File: config.mk
export PLATFORM = sky130hd
export DESIGN_NAME = trng_sampler
export DESIGN_NICKNAME = d
export VERILOG_FILES = /design/src/rtl/trng_sampler.sv
export SDC_FILE = /design/constraint.sdc
export NUM_CORES = 1
export LEC_CHECK = 0
export ABC_AREA = 1
export BUFFER_PORTS_ARGS = -buffer_cell sky130_fd_sc_hd__buf_2
export CORE_ASPECT_RATIO = 0.9
export CORE_MARGIN = 2
export CORE_UTILIZATION = 53
export CTS_CLUSTER_SIZE = 24
export DETAILED_ROUTE_END_ITERATION = 10
export PLACE_DENSITY = 0.75
export SLEW_MARGIN = 20
export SYNTH_ARGS = -nofsm -noshare
export SYNTH_HDL_FRONTEND = slang
export SYNTH_SLANG_ARGS = --single-unit
File: constraint.sdc
create_clock -name clk -period 2.1 [get_ports clk]
set_input_delay 0.105 -clock clk [delete_from_list [all_inputs] [get_ports clk]]
set_output_delay 0.105 -clock clk [all_outputs]
set_load 0.05 [all_outputs]
File: src/rtl/trng_sampler.sv
// Ring-oscillator sampler: synchronises ro_in, decimates it, debiases with a von Neumann
// extractor, packs the bits into words behind a valid/ready port, and runs a repetition-count test.
module trng_sampler #(
    parameter int WIDTH       = 8,
    parameter int SYNC_STAGES = 2,
    parameter int DECIM       = 4,
    parameter int REP_LIMIT   = 16
) (
    input  logic             clk,
    input  logic             rst_n,
    input  logic             enable,
    input  logic             ro_in,
    output logic             ro_activate,
    output logic [WIDTH-1:0] data_out,
    output logic             data_valid,
    input  logic             data_ready,
    output logic             health_fail
);

    localparam int DCNT_W = (DECIM > 1) ? $clog2(DECIM) : 1;
    localparam int REP_W  = $clog2(REP_LIMIT + 1);
    localparam int BCNT_W = $clog2(WIDTH + 1);

    localparam logic [DCNT_W-1:0] DCNT_LAST = DCNT_W'(DECIM - 1);
    localparam logic [REP_W-1:0]  REP_MAX   = REP_W'(REP_LIMIT);
    localparam logic [BCNT_W-1:0] BCNT_FULL = BCNT_W'(WIDTH);

    typedef enum logic {
        IDLE  = 1'b0,
        HAVE1 = 1'b1
    } vn_state_t;

    logic [SYNC_STAGES-1:0] sync_reg;
    logic [DCNT_W-1:0]      dcnt_reg;
    logic [REP_W-1:0]       rep_reg;
    logic [REP_W-1:0]       rep_next;
    logic                   prev_raw_reg;
    logic                   first_reg;
    logic [WIDTH-1:0]       shreg_reg;
    logic [WIDTH-1:0]       shreg_next;
    logic [BCNT_W-1:0]      bcnt_reg;
    logic [BCNT_W-1:0]      bcnt_next;
    vn_state_t              state_reg;
    vn_state_t              state_next;

    logic sync_q;
    logic raw;
    logic strobe;
    logic trip;
    logic fail_now;
    logic bit_valid;
    logic accept;
    logic transfer;
    logic word_full;
    logic move;

    assign sync_q   = sync_reg[SYNC_STAGES-1];
    assign raw      = sync_q;
    // Strobe is gated by enable so a falling enable swallows a coincident strobe.
    assign strobe   = enable && (dcnt_reg == DCNT_LAST);
    assign transfer = data_valid && data_ready;

    // rep_reg==0 marks the first sample after enable rose; it always restarts the run at 1.
    always_comb begin
        rep_next = rep_reg;
        if (strobe) begin
            if ((rep_reg == '0) || (raw != prev_raw_reg)) begin
                rep_next = REP_W'(1);
            end else if (rep_reg != REP_MAX) begin
                rep_next = rep_reg + 1'b1;
            end
        end
    end

    assign trip     = strobe && (rep_next == REP_MAX);
    assign fail_now = health_fail || trip;

    always_comb begin
        state_next = state_reg;
        bit_valid  = 1'b0;
        if (!enable) begin
            state_next = IDLE;
        end else if (strobe) begin
            case (state_reg)
                IDLE: begin
                    state_next = HAVE1;
                end
                HAVE1: begin
                    state_next = IDLE;
                    bit_valid  = (raw != first_reg);
                end
                default: begin
                    state_next = IDLE;
                end
            endcase
        end
    end

    // A held full word blocks new bits; they are simply discarded.
    always_comb begin
        accept     = bit_valid && !fail_now && (bcnt_reg != BCNT_FULL);
        shreg_next = shreg_reg;
        bcnt_next  = bcnt_reg;
        if (accept) begin
            shreg_next = {shreg_reg[WIDTH-2:0], first_reg};
            bcnt_next  = bcnt_reg + 1'b1;
        end
        word_full = (bcnt_next == BCNT_FULL);
        move      = enable && word_full && !fail_now && (!data_valid || transfer);
    end

    always_ff @(posedge clk or negedge rst_n) begin
        if (!rst_n) begin
            state_reg <= IDLE;
        end else begin
            state_reg <= state_next;
        end
    end

    always_ff @(posedge clk or negedge rst_n) begin
        if (!rst_n) begin
            sync_reg     <= '0;
            ro_activate  <= 1'b0;
            dcnt_reg     <= '0;
            rep_reg      <= '0;
            prev_raw_reg <= 1'b0;
            first_reg    <= 1'b0;
            health_fail  <= 1'b0;
        end else begin
            sync_reg    <= {sync_reg[SYNC_STAGES-2:0], ro_in};
            ro_activate <= enable;

            if (!enable || (dcnt_reg == DCNT_LAST)) begin
                dcnt_reg <= '0;
            end else begin
                dcnt_reg <= dcnt_reg + 1'b1;
            end

            rep_reg <= enable ? rep_next : '0;
            if (strobe) begin
                prev_raw_reg <= raw;
            end
            if (strobe && (state_reg == IDLE)) begin
                first_reg <= raw;
            end

            if (!enable) begin
                health_fail <= 1'b0;
            end else if (trip) begin
                health_fail <= 1'b1;
            end
        end
    end

    // Collector and output register; a trip wins over a completing word.
    always_ff @(posedge clk or negedge rst_n) begin
        if (!rst_n) begin
            shreg_reg  <= '0;
            bcnt_reg   <= '0;
            data_out   <= '0;
            data_valid <= 1'b0;
        end else begin
            shreg_reg <= shreg_next;

            if (!enable || fail_now || move) begin
                bcnt_reg <= '0;
            end else begin
                bcnt_reg <= bcnt_next;
            end

            if (fail_now) begin
                data_valid <= 1'b0;
            end else if (move) begin
                data_out   <= shreg_next;
                data_valid <= 1'b1;
            end else if (transfer) begin
                data_valid <= 1'b0;
            end
        end
    end

endmodule
# Word-level counts from Yosys, hierarchy flattened

Index checks and enable logic that the tools add are counted.

Register bits: 35
Word-level logic and storage cells: 66

Add/sub/neg operators: 3
Equality and inequality tests: 9
Muxes and demuxes: 19
Bitwise operators: 2
Reductions and logical operators: 21

Operators with widths:

| cell                                          | number |
|---|---|
| two-way mux 5 bit                             | 4 |
| two-way mux 1 bit                             | 10 |
| logical AND 1 bit                             | 9 |
| two-way mux 4 bit                             | 2 |
| two-way mux 8 bit                             | 1 |
| logical OR 1 bit                              | 6 |
| adder 5 x 1 -> 5 bit, second input constant   | 1 |
| equality test 5 bit, second input constant    | 1 |
| logical NOT 5 bit                             | 1 |
| != test 5 bit, second input constant          | 1 |
| adder 4 x 1 -> 4 bit, second input constant   | 1 |
| equality test 4 bit, second input constant    | 1 |
| != test 2 x 1 -> 1 bit, second input constant | 2 |
| != test 4 bit, second input constant          | 1 |
| logical NOT 1 bit                             | 3 |
| nonzero test 3 bit                            | 1 |
| adder 2 x 1 -> 2 bit, second input constant   | 1 |
| equality test 2 bit, second input constant    | 1 |
| two-way mux 2 bit                             | 1 |
| != test 1 bit                                 | 2 |
| inverter 1 bit                                | 2 |
| case mux 1 bit (2 select lines)               | 1 |
| AND reduction 2 bit                           | 1 |

# Logic depth before layout (Yosys ltp)

Gate-level depths: netlist of the first run.

Depth after elaboration: 17
Depth in mapped cells: 17
Gate-level depth less buffers: 16

# Worst setup path before layout of the first run

No wires, ideal clock.

Path kind: reg2reg
Start point: register rep_reg[0]
End point: register data_out[0]
Library setup time: 119 ps
Arrival: 1897 ps
Slack: 84 ps
Stages on the path, launching flop included: 18
Clock period less this slack: 2016 ps
Path through: dfrtp_1 > inv_1 > ha_1 > nand3_2 > nand2_2 > nand2_4 > nand2_2 > nor2_2 > nor2_2 > nand2_4 > nand3_4 > buf_8 > nand2_1 > nand2_1 > nor2_4 > nand3_4 > nand2_1 > nand2_1

Cells in the longest elaborated chain, start to end: 16
Elaborated cells on any way between the ends: 21

RTL lines:

| item                                                  | line     | source |
|---|---|---|
| from (decl)                                           | 35       | `logic [REP_W-1:0] rep_reg;` |
| from (signal assigned)                                | 139      | `rep_reg <= enable ? rep_next : '0;` |
| adder 5 x 1 -> 5 bit (tied with other cells)          | 70       | `rep_next = rep_reg + 1'b1;` |
| two-way mux 5 bit or logical OR 1 bit (tied branches) | 69, 67   |  |
| two-way mux 5 bit                                     | 67       | `if ((rep_reg == '0) \|\| (raw != prev_raw_reg)) begin` |
| two-way mux 5 bit (*)                                 | 66       | `if (strobe) begin` |
| equality test 5 bit (*)                               | 75       | `assign trip = strobe && (rep_next == REP_MAX);` |
| logical AND 1 bit (*)                                 | 75       |  |
| logical OR 1 bit (*)                                  | 76       | `assign fail_now = health_fail \|\| trip;` |
| logical NOT 1 bit                                     | 101, 109 |  |
| logical AND 1 bit (2 in series)                       | 101      | `accept = bit_valid && !fail_now && (bcnt_reg != BCNT_FULL);` |
| two-way mux 4 bit                                     | 104      | `if (accept) begin` |
| equality test 4 bit                                   | 108      | `word_full = (bcnt_next == BCNT_FULL);` |
| logical AND 1 bit (3 in series)                       | 109      | `move = enable && word_full && !fail_now && (!data_valid \|\| transfer);` |
| AND reduction 2 bit (no line)                         | -        |  |
| to (signal assigned)                                  | 174      | `data_out <= shreg_next;` |
| to (decl)                                             | 14       | `output logic [WIDTH-1:0] data_out,` |

Mark *: on every way between the ends. The rest lies on a longest branch, timed or not.
A chain may end at the register's enable or synchronous reset.

# Worst setup path in the final report of the first run

Start point: register rep_reg[1]
End point: register bcnt_reg[2]

Cells in the longest elaborated chain, start to end: 17
Elaborated cells on any way between the ends: 21

RTL lines:

| item                                                  | line     | source |
|---|---|---|
| adder 5 x 1 -> 5 bit (tied with other cells)          | 70       |  |
| two-way mux 5 bit or logical OR 1 bit (tied branches) | 69, 67   |  |
| two-way mux 5 bit                                     | 67       |  |
| two-way mux 5 bit (*)                                 | 66       |  |
| equality test 5 bit (*)                               | 75       |  |
| logical AND 1 bit (*)                                 | 75       |  |
| logical OR 1 bit (*)                                  | 76       |  |
| logical NOT 1 bit                                     | 101, 109 |  |
| logical AND 1 bit (2 in series)                       | 101      |  |
| two-way mux 4 bit                                     | 104      |  |
| equality test 4 bit                                   | 108      |  |
| logical AND 1 bit (3 in series)                       | 109      |  |
| logical OR 1 bit                                      | 165      | `if (!enable \|\| fail_now \|\| move) begin` |
| two-way mux 4 bit (*)                                 | 165      |  |
| to (signal assigned)                                  | 168      | `bcnt_reg <= bcnt_next;` |
| to (decl)                                             | 41       | `logic [BCNT_W-1:0] bcnt_reg;` |

Marks and branches as above.

==> summary.txt, run 1 <==
Synth
  – Post-Syn Instances: 202
  – FFs w/ async S/R, synth: 100%
  – Top-count cell post-synth: nand2_1
  – Distinct cell type count after synthesis: 31
  – #FFs+latches synth: 35
  – Synth cell count leaders: nand2_1, dfrtp_1, inv_1, nand3_1, nor2_1
  – Sequential fraction of the synthesis area: 48.0%
  – Syn nets: 212
  – Synth warn: 0
  – Top post-synthesis cells by area: dfrtp_1, nand2_1, inv_1, nand3_1, ha_1
  – Mean post-synth cell area: 9.04 sq um
  – Ys flop type: dfrtp_1
  – Share of the synthesized area in the top cell type: 48.0%
  – Post-Syn Area: 1830 sq um
  – Post-synth top area cell: dfrtp_1
  – Post-synth EDFFs: 0

Timing
  – Fin. max-slew vios: 0
  – RSZ-0062 raised after global routing: true
  – Fmax: 463 MHz
  – Layout Skew: 0.00521 ns
  – Fin crit period: 2.16 ns
  – Period utilization: 103%
  – Final hold vios: 0
  – Final Hold Slack: 0.121 ns
  – Worst-Margin Slew: 0.760 ns
  – Final setup violating endpoints: 11
  – Slew headroom: 49.4%
  – Final worst slack: -0.0591 ns

Power and ir drop
  – Cell-internal power: 1010 uW
  – Pwr Density: 612 nW/um^2
  – Clock share of power: 34.2%
  – Seq pwr share: 52.9%
  – VDD IR max: 0.428 mV
  – Share of power burned in combinational logic: 12.9%
  – P_leak: 0.00117 uW
  – Sw Ratio: 27.8%
  – Total power: 1390 uW
  – Sw power: 388 uW

Worst setup path
  – Cell mode on critical path: nand2_4
  – CP Class: flip-flop to flip-flop
  – Origin of the critical flop-to-flop path: rep_reg[1]$_DFF_PN0_
  – Crit-path max cell delay: 0.39 ns
  – Critical Path Start Type: flip-flop
  – Worst setup path end: bcnt_reg[2]$_DFF_PN0_
  – Critical Path RT: 2.28 ns
  – Crit. End Element: flip-flop
  – Max stage delay cell, worst path: dfrtp_1
  – R2R Path End: bcnt_reg[2]$_DFF_PN0_
  – Cells on worst reg2reg path: 16
  – Setup crit start: rep_reg[1]$_DFF_PN0_
  – Critical Path, Cell by Cell: inv_2, ha_4, nand3_4, nand2_4, nand2_4, nand2_4, nor2_4, nor2_2, nand2_4, nand3_4, nand2_2, nand2_4, nor2_4, nand3_4, nand2_4, nor2_1
  – Flop-to-flop setup slack: -0.06 ns
  – Crit path DAT: 2.34 ns
  – CP Max Fanout: 8

Place
  – Hpwl dp: 2460 microns
  – Place WS: -0.0674 ns
  – Post-DP Area: 1990 sq um
  – Routability cong.: 0.867
  – Buffers on Ports: 15

Global route
  – Tot GR Track Use: 20.6%
  – Largest net degree at the start of global routing: 36
  – Vias in the first global route: 1,285
  – Remaining global-route overflow: 0
  – First-pass GRT wire length: 5880 microns
  – Initial antenna violation count: 0

Clocking
  – Clock Latency Late Sink: 0.29 ns
  – Clock transition at path regs: 0.07 ns
  – Clock sinks: 35
  – CTS Buf Count: 5
  – Clk buf depth: 2
  – CTS tree: built
  – CTS H-Tree Depth: 2
  – Clk root buf: clkbuf_8

Floorplan
  – Die width: 65.9 microns
  – Core area: 3330 sq um
  – # rows: 20
  – Die Y: 59.7 microns
  – Die Area: 3930 sq um
  – Initial Util: 54.8%
  – I/O pins: 16

Detailed routing
  – Drt first-iter violations: 95
  – DR vias/cell: 5.06
  – Post-route ant nets: 0
  – 1st-pass router iterations: 4
  – Average wire per standard cell: 13.0 microns
  – DR vias: 1,438
  – Drc violations: 0
  – Drt total wl: 3690 microns

Finish
  – Share of cells above drive strength 1: 34.6%
  – Final Util: 68.4%
  – Layout Nets: 249
  – Final instance area: 2280 sq um
  – P&R area growth vs syn: 24.7%
  – N_diodes: 0

Worst hold path
  – Type of the tightest min-delay check: primary input to flip-flop

Run status
  – Status: finished with violations
  – Failing checks: setup timing

Job
  – Max-Cap Viols: 0
[worst min path at each step]
stage	start	to	slack, ns	cells past startpoint
3_3_place_gp	ro_in	sync_reg[0]$_DFF_PN0_	0.21	1
4_1_cts	enable	ro_activate$_DFF_PN0_	0.001	1
3_5_place_dp	ro_in	sync_reg[0]$_DFF_PN0_	0.21	1
2_1_floorplan	rst_n	bcnt_reg[0]$_DFF_PN0_	-0.19	0
6_report	data_ready	data_valid$_DFFE_PN0P_	0.12	4
5_1_grt	data_ready	data_valid$_DFFE_PN0P_	0.13	4
[per-stage QoR]
stage | cells | setup TNS, ns
final | 284 | -0.445
after global routing | 284 | -2.21
after CTS | 279 | 0
after detailed placement | 267 | -0.661
after global placement | 267 | 0
after floorplan | 202 | 0
[layer usage]
metal / GRT usage, % / wire length, microns / vias up
li1: - / - / 731
met1: 29.5 / 1780 / 657
met2: 29.1 / 1640 / 39
met3: 5.08 / 167 / 11
met4: 10.4 / 100 / 0
met5: 0 / 0 / -
[power by group through the flow]
stage / registers [uW] / clock network (uW) / logic [uW]
after floorplan: 766 / 0 / 85.3
after global placement: 748 / 0 / 153
after detailed placement: 750 / 0 / 154
after CTS: 737 / 484 / 163
after global routing: 741 / 522 / 203
final: 737 / 476 / 180
[placed cells by master (no fill, tap or decap), types with 2 or more instances in the layout]
cell type      Yosys  final
nand4_1            9      9
dfrtp_1           35     35
nand3_4            2      4
a21oi_1            4      3
o21ai_0            7      5
nand2_4            5      8
nand3_1           16     12
ha_2               0      2
xor2_1             2      2
nand2_1           47     41
nor2_4             1      5
inv_1             25     23
ha_1               5      2
nor2_2             6      3
inv_2              1      2
buf_2              0     15
nor2_1            10      9
clkbuf_8           0      5
buf_4              0     12
a21oi_2            1      2
nand3_2            3      6
nand2_2            6      9
o21ai_1            4      6
dlygate4sd3_1      0      3
[kinds of logic (layout without fill, tap and decap cells)]
kind of cell | after synthesis | after routing | share of synthesized area, %
AOI/OAI and AO/OA | 22 | 22 | 7.81
xor gates and xnor gates | 2 | 2 | 0.960
adders and majority gates | 5 | 5 | 3.43
buffers and inverters | 30 | 67 | 7.54
DFF | 35 | 35 | 48.0
and+or+nand+nor | 108 | 109 | 32.3
[area by class of cell]
class,count,area [sq um]
clock inverters,2,12.5
multi-input cells,138,938
fillers,261,1050
inverters,28,113
flip-flops and latches,35,876
well taps,44,55.1
repair buffers,31,210
clock buffers,6,72.6
[repair_timing]
| action | CTS | global route |
|---|---|---|
| pin swaps | 2 | 14 |
| endpoints found under the hold margin | 36 | 1 |
| setup buffers | 1 | 4 |
| gates resized for setup | 7 | 27 |
| cloned | 1 | 0 |
| endpoints found under the setup margin | 12 | 17 |
| hold buffers | 2 | 1 |
[worst max-delay path, delay by kind of cell, from the launching register on]
family	cells	cell delay [ns]
and+or+nand+nor	14	1.40
DFF	1	0.39
adders and majority gates	1	0.17
buffers and inverters	1	0.07
Power figures use the tool's default switching activity.
==> run 2, diff against run 1 <==
- CORE_MARGIN: 2 -> unset
- CTS_BUF_LIST: unset -> sky130_fd_sc_hd__clkbuf_16
==> run 2 against run 1 <==
  * The run still ends with setup timing left
  * Non-clock buffer count unchanged
  * Die area is 6.3% lower
  * First-iteration DRC count up 2.1%
  * Worst setup slack got worse by 0.15 ns
  * Sequential share of layout area fell by 1.3 points
  * Hold slack lost 0.11 ns
  * Count of clock-buffer cells in the layout decreased by 1
==> summary.txt, run 2 (synthesis results as in run 1) <==
Run status
  – Status: finished with violations
  – Failing checks: setup timing

Finish
  – Layout Nets: 249 (unchanged)
  – Multi-input combinational cell area: 961 sq um (+2.4%)
  – Final instance area: 2360 sq um (+3.5%)
  – Share of cells above drive strength 1: 37.5% (+2.9 points)
  – Fillers: 208 (-20%)
  – Most frequent cells in the layout: nand2_1, dfrtp_1, inv_1, nand2_2
  – N_diodes: 0 (unchanged)
  – P&R area growth vs syn: 29.1%
  – Sequential cell area: 877 sq um (+0.14%)
  – Finished Layout Cells: 282 (-0.70%)

Timing
  – Slew headroom: 48.2% (-1.1 points)
  – Fmax: 432 MHz (-6.7%)
  – Final setup violating endpoints: 13 (+2)
  – Fin crit period: 2.31 ns (+0.155 ns)
  – Total negative slack: -1.80 ns (-1.36 ns)
  – RSZ-0062 raised after global routing: true
  – Fin. max-slew vios: 0 (unchanged)
  – Worst-Margin Slew: 0.777 ns (+0.0172 ns)
  – Final hold vios: 0 (unchanged)
  – Layout Skew: 0.00446 ns (-0.000751 ns)
  – Final worst slack: -0.214 ns (-0.155 ns)
  – Period utilization: 110% (+7.4 points)

Job
  – Max-Cap Viols: 0 (unchanged)

Clocking
  – CTS tree: built
  – Clock sinks: 35 (unchanged)
  – CTS H-Tree Depth: 2 (unchanged)
  – CTS Buf Count: 5 (unchanged)
  – Clock Latency Late Sink: 0.27 ns (-0.02 ns)
  – Clk root buf: clkbuf_16
  – Clk buf depth: 2 (unchanged)
  – Clock transition at path regs: 0.05 ns (-0.02 ns)

Place
  – Buffers on Ports: 15 (unchanged)
  – Routability cong.: 0.898 (+3.5%)
  – Place WS: -0.127 ns (-0.0598 ns)
  – Dpl cells: 261 (-2.2%)
  – Hpwl dp: 2630 microns (+6.9%)
  – Post-DP Area: 1950 sq um (-1.6%)

Worst setup path
  – Crit path DAT: 2.52 ns (+0.18 ns)
  – Critical Path Start Type: flip-flop
  – CP Class: flip-flop to flip-flop
  – Crit. End Element: flip-flop
  – Critical Path RT: 2.30 ns (+0.02 ns)
  – Flop-to-flop setup slack: -0.21 ns (-0.15 ns)
  – CP Max Fanout: 8 (unchanged)

Floorplan
  – Die Y: 57.7 microns (-3.4%)
  – # rows: 19 (-5.0%)
  – Initial Util: 57.7% (+2.9 points)
  – Core area: 3160 sq um (-5.0%)
  – I/O pins: 16 (unchanged)
  – Die width: 63.9 microns (-3.0%)
  – Die Area: 3680 sq um (-6.3%)

Detailed routing
  – 1st-pass router iterations: 4 (unchanged)
  – DR vias: 1,523 (+5.9%)
  – Metal1 wirelength: 1990 microns (+12%)
  – DR vias/cell: 5.40 (+6.7%)
  – Top Layer Used: met4
  – Drc violations: 0 (unchanged)
  – Average wire per standard cell: 15.6 microns (+20%)
  – Post-route ant nets: 0 (unchanged)
  – WL met2: 2120 microns (+29%)
  – Drt first-iter violations: 97 (+2.1%)
  – Drt total wl: 4390 microns (+19%)
  – Metal3 WL: 196 microns (+17%)

Power and ir drop
  – P_leak: 0.00119 uW (+1.9%)
  – Pwr Density: 689 nW/um^2 (+13%)
  – Total power: 1620 uW (+17%)
  – VDD IR max: 0.416 mV (-2.9%)

Global route
  – Initial antenna violation count: 0 (unchanged)
  – First-pass GRT wire length: 7110 microns (+21%)
  – Remaining global-route overflow: 0 (unchanged)
  – Vias in the first global route: 1,520 (+18%)
  – Tot GR Track Use: 25.8% (+5.2 points)
  – Largest net degree at the start of global routing: 36 (unchanged)

Worst hold path
  – Type of the tightest min-delay check: primary input to flip-flop
run 2: changes by cell type in the layout (fill, tap and decap cells not counted), sizes merged:
cell | previous run | this run
clkinv | 3 | 2
dlygate4sd3 | 3 | 2
clkbuf | 6 | 5
buf | 28 | 29
inv | 26 | 28
run 2: worst max-delay path: stages, from the launching register on:
cell	delay (ns)
dfrtp_1	0.43
inv_2	0.08
ha_4	0.18
nand3_4	0.10
nand2_2	0.07
inv_1	0.07
nand2_2	0.07
nand3_2	0.10
nor2_4	0.05
nand2_4	0.11
nand3_4	0.16
buf_6	0.17
o21ai_4	0.24
inv_4	0.09
nand3_4	0.14
nand2_4	0.08
nor2_1	0.11
run 2: worst paths after layout:
kind,startpoint,to,cells past startpoint
max in group asynchronous,rst_n,rep_reg[1]$_DFF_PN0_,2
max,rep_reg[0]$_DFF_PN0_,bcnt_reg[2]$_DFF_PN0_,16
max reg2reg,rep_reg[0]$_DFF_PN0_,bcnt_reg[2]$_DFF_PN0_,16
min in group asynchronous,rst_n,sync_reg[0]$_DFF_PN0_,2
min reg2reg,sync_reg[0]$_DFF_PN0_,sync_reg[1]$_DFF_PN0_,0
min,enable,ro_activate$_DFF_PN0_,1
run 2: metrics by stage:
stage / util [%] / hold slack, ns
finish: 74.6 / 0.0114
global route: 74.6 / 0.00974
CTS: 70.7 / 0.00466
detailed placement: 61.8 / 0.217
global placement: 61.8 / 0.208
floorplan: - / -0.191
run 2: area by class of cell:
| type | count | share of cell area (%) |
|---|---|---|
| repair buffers | 31 | 9.13 |
| multi-input cells | 138 | 40.8 |
| clock inverters | 3 | 0.690 |
| inverters | 28 | 4.67 |
| flip-flops and latches | 35 | 37.2 |
| well taps | 42 | 2.23 |
| clock buffers | 5 | 5.31 |
run 2: power by group:
part	internal [uW]	switching, uW	leakage (uW)
clock	432	272	0.0000710
sequential	714	26.0	0.000459
combinational	57.3	122	0.000661
run 2: what timing repair did:
action	CTS	global route
gates resized for setup	22	20
hold buffers	2	0
buffers inserted	4	6
gates cloned	1	0
endpoints found under the hold margin	36	0
setup endpoints to repair	12	18
pin swaps	10	9
run 2: per-layer routing:
| metal | track usage (%) | vias to the layer above |
|---|---|---|
| met1 | 35.7 | 726 |
| li1 | - | 733 |
| met3 | 5.12 | 12 |
| met5 | 0 | - |
| met4 | 10.7 | 0 |
| met2 | 40.1 | 52 |
==> run 3, diff against run 2 <==
- clock period: 2.1 -> 2 ns (I/O delays scaled with it)
==> run 3 against run 2 <==
  * Register-to-register slack worse by 0.15 ns
  * The flow still finishes with violations (setup timing)
  * Core utilization is 6.1 points higher
  * Hold slack better by 0.15 ns
  * Routed wire length is 24% higher
  * Largest power group unchanged
  * First-iteration DRC count is 18% higher
==> summary.txt, run 3 (synthesis results as in run 1) <==
Worst setup path
  – Setup crit start: rep_reg[0]$_DFF_PN0_
  – R2R Path End: bcnt_reg[1]$_DFF_PN0_
  – CP Class: flip-flop to flip-flop
  – Critical Path, Cell by Cell: inv_2, ha_4, nand3_4, nand2_2, inv_1, nand2_1, nand3_2, nor2_4, nand2_4, nand3_4, nand2_2, o21ai_2, inv_2, nand3_4, nand2_4, nor2_1
  – Critical Path Start Type: flip-flop
  – Crit path DAT: 2.56 ns (+0.04 ns)
  – Max stage delay cell, worst path: dfrtp_2
  – Cell mode on critical path: nand3_4
  – Worst setup path end: bcnt_reg[1]$_DFF_PN0_
  – CP Max Fanout: 8 (unchanged)
  – Crit-path max cell delay: 0.45 ns (+0.02 ns)
  – Critical Path RT: 2.19 ns (-0.11 ns)
  – Origin of the critical flop-to-flop path: rep_reg[0]$_DFF_PN0_
  – Cells on worst reg2reg path: 16 (unchanged)
  – Crit. End Element: flip-flop
  – Flop-to-flop setup slack: -0.37 ns (-0.15 ns)

Job
  – Max-Cap Viols: 0 (unchanged)

Clocking
  – CTS Buf Count: 5 (unchanged)
  – CTS tree: built
  – Clk buf depth: 2 (unchanged)
  – Clock sinks: 35 (unchanged)
  – CTS H-Tree Depth: 2 (unchanged)
  – Clock Latency Late Sink: 0.28 ns (about the same)
  – Clock transition at path regs: 0.06 ns (about the same)
  – Clk root buf: clkbuf_16

Global route
  – First-pass GRT wire length: 7360 microns (+3.6%)
  – Initial antenna violation count: 0 (unchanged)
  – Tot GR Track Use: 26.7% (+0.92 points)
  – Largest net degree at the start of global routing: 36 (unchanged)
  – Remaining global-route overflow: 0 (unchanged)
  – Vias in the first global route: 1,598 (+5.1%)

Timing
  – Final worst slack: -0.369 ns (-0.155 ns)
  – Worst-Margin Slew: 0.803 ns (+0.0265 ns)
  – Fin crit period: 2.37 ns (+0.0550 ns)
  – Slew headroom: 46.4% (-1.8 points)
  – Layout Skew: 0.00210 ns (-0.00235 ns)
  – Fmax: 422 MHz (-2.3%)
  – Final setup violating endpoints: 21 (+8)
  – RSZ-0062 raised after global routing: true
  – Fin. max-slew vios: 0 (unchanged)
  – Final hold vios: 0 (unchanged)
  – Period utilization: 118% (+8.3 points)

Place
  – Place WS: -0.200 ns (-0.0734 ns)
  – Hpwl dp: 2640 microns (+0.51%)
  – Buffers on Ports: 15 (unchanged)
  – Routability cong.: 0.935 (+4.2%)
  – Dpl cells: 275 (+5.4%)

Detailed routing
  – Drc violations: 0 (unchanged)
  – Average wire per standard cell: 18.1 microns (+16%)
  – 1st-pass router iterations: 4 (unchanged)
  – Drt total wl: 5420 microns (+24%)
  – DR vias: 1,723 (+13%)
  – Drt first-iter violations: 114 (+18%)
  – Post-route ant nets: 0 (unchanged)
  – DR vias/cell: 5.74 (+6.3%)

Power and ir drop
  – Pwr Density: 687 nW/um^2 (-0.28%)
  – P_leak: 0.00129 uW (+8.6%)
  – VDD IR max: 0.554 mV (+33%)

Floorplan
  – Die Area: 3680 sq um (unchanged)
  – Initial Util: 57.7% (unchanged)
  – Core area: 3160 sq um (unchanged)
  – # rows: 19 (unchanged)
  – Die Y: 57.7 microns (unchanged)
  – I/O pins: 16 (unchanged)
  – Die width: 63.9 microns (unchanged)

Finish
  – N_diodes: 0 (unchanged)
  – Commonest non-fill, non-tap cell in the layout: nand2_1
  – Finished Layout Cells: 300 (+6.4%)
  – Share of cells above drive strength 1: 44.2% (+6.7 points)
  – P&R area growth vs syn: 39.7%
  – Final Util: 80.6% (+6.1 points)
  – Most frequent cells in the layout: nand2_1, dfrtp_1, buf_4, inv_1, buf_2
  – Fillers: 183 (-12%)
  – Layout Nets: 267 (+7.2%)

Worst hold path
  – Type of the tightest min-delay check: primary input to flip-flop
  – Hold Path Depth: 4 (+3)

Run status
  – Failing checks: setup timing
  – Status: finished with violations
==> run 3: cell types whose count changed in the layout (fill, tap and decap cells not counted), sizes merged <==
cell / delta
buf: +16
clkinvlp: -1
clkinv: +1
dlygate4sd3: +1
nand2: +1
==> run 3: how the worst min path moves through the flow <==
stage | startpoint | to | slack (ns)
finish | data_ready | data_valid$_DFFE_PN0P_ | 0.17
global route | data_ready | data_valid$_DFFE_PN0P_ | 0.17
CTS | data_ready | data_valid$_DFFE_PN0P_ | 0.15
detailed placement | ro_in | sync_reg[0]$_DFF_PN0_ | 0.21
global placement | rst_n | rep_reg[1]$_DFF_PN0_ | 0.20
floorplan | rst_n | bcnt_reg[0]$_DFF_PN0_ | -0.20
==> run 3: repair_timing <==
item,CTS,global route
gates cloned,2,0
endpoints found under the setup margin,17,21
pin swaps,7,21
buffers inserted,6,6
endpoints found under the hold margin,37,0
hold buffers,3,0
gates resized for setup,19,32
==> run 3: area by class of cell <==
class	count	area [sq um]	area share, %
Multi-Input combinational cell	139	1020	40.0
Clock buffer	5	125	4.91
Tap cell	42	52.6	2.06
Timing Repair Buffer	48	350	13.7
Inverter	28	110	4.32
Sequential cell	35	878	34.4
Clock inverter	3	12.5	0.491
==> run 3: worst max-delay path: cells and delay by family (launching register included) <==
| family | cells | cell delay, ns |
|---|---|---|
| simple gates | 11 | 1.26 |
| fa+ha+maj | 1 | 0.17 |
| compound gates | 1 | 0.11 |
| flops | 1 | 0.45 |
| buf+inv | 3 | 0.28 |
==> run 3: routing by layer <==
layer  vias up  routed length, microns  GRT usage [%]
met1       853                    2180           34.5
met4         0                     191           13.0
li1        769                       -              -
met2        79                    2660           43.6
met5         -                       0              0
met3        22                     391           5.12
==> run 3: power by group <==
| group | switching (uW) | internal (uW) |
|---|---|---|
| Combinational | 147 | 79.4 |
| Sequential | 28.8 | 750 |
| Clock | 297 | 450 |
==> run 3: through the flow <==
step / TNS (ns) / hold WS, ns / power (uW) / cell area, sq um
final: -3.97 / 0.166 / 1750 / 2550
after global routing: -6.07 / 0.174 / 1800 / 2550
after CTS: -1.50 / 0.148 / 1700 / 2380
after detailed placement: -2.06 / 0.215 / 960 / 2070
after global placement: -0.780 / 0.201 / 952 / 2070
after floorplan: 0 / -0.196 / 894 / 1830
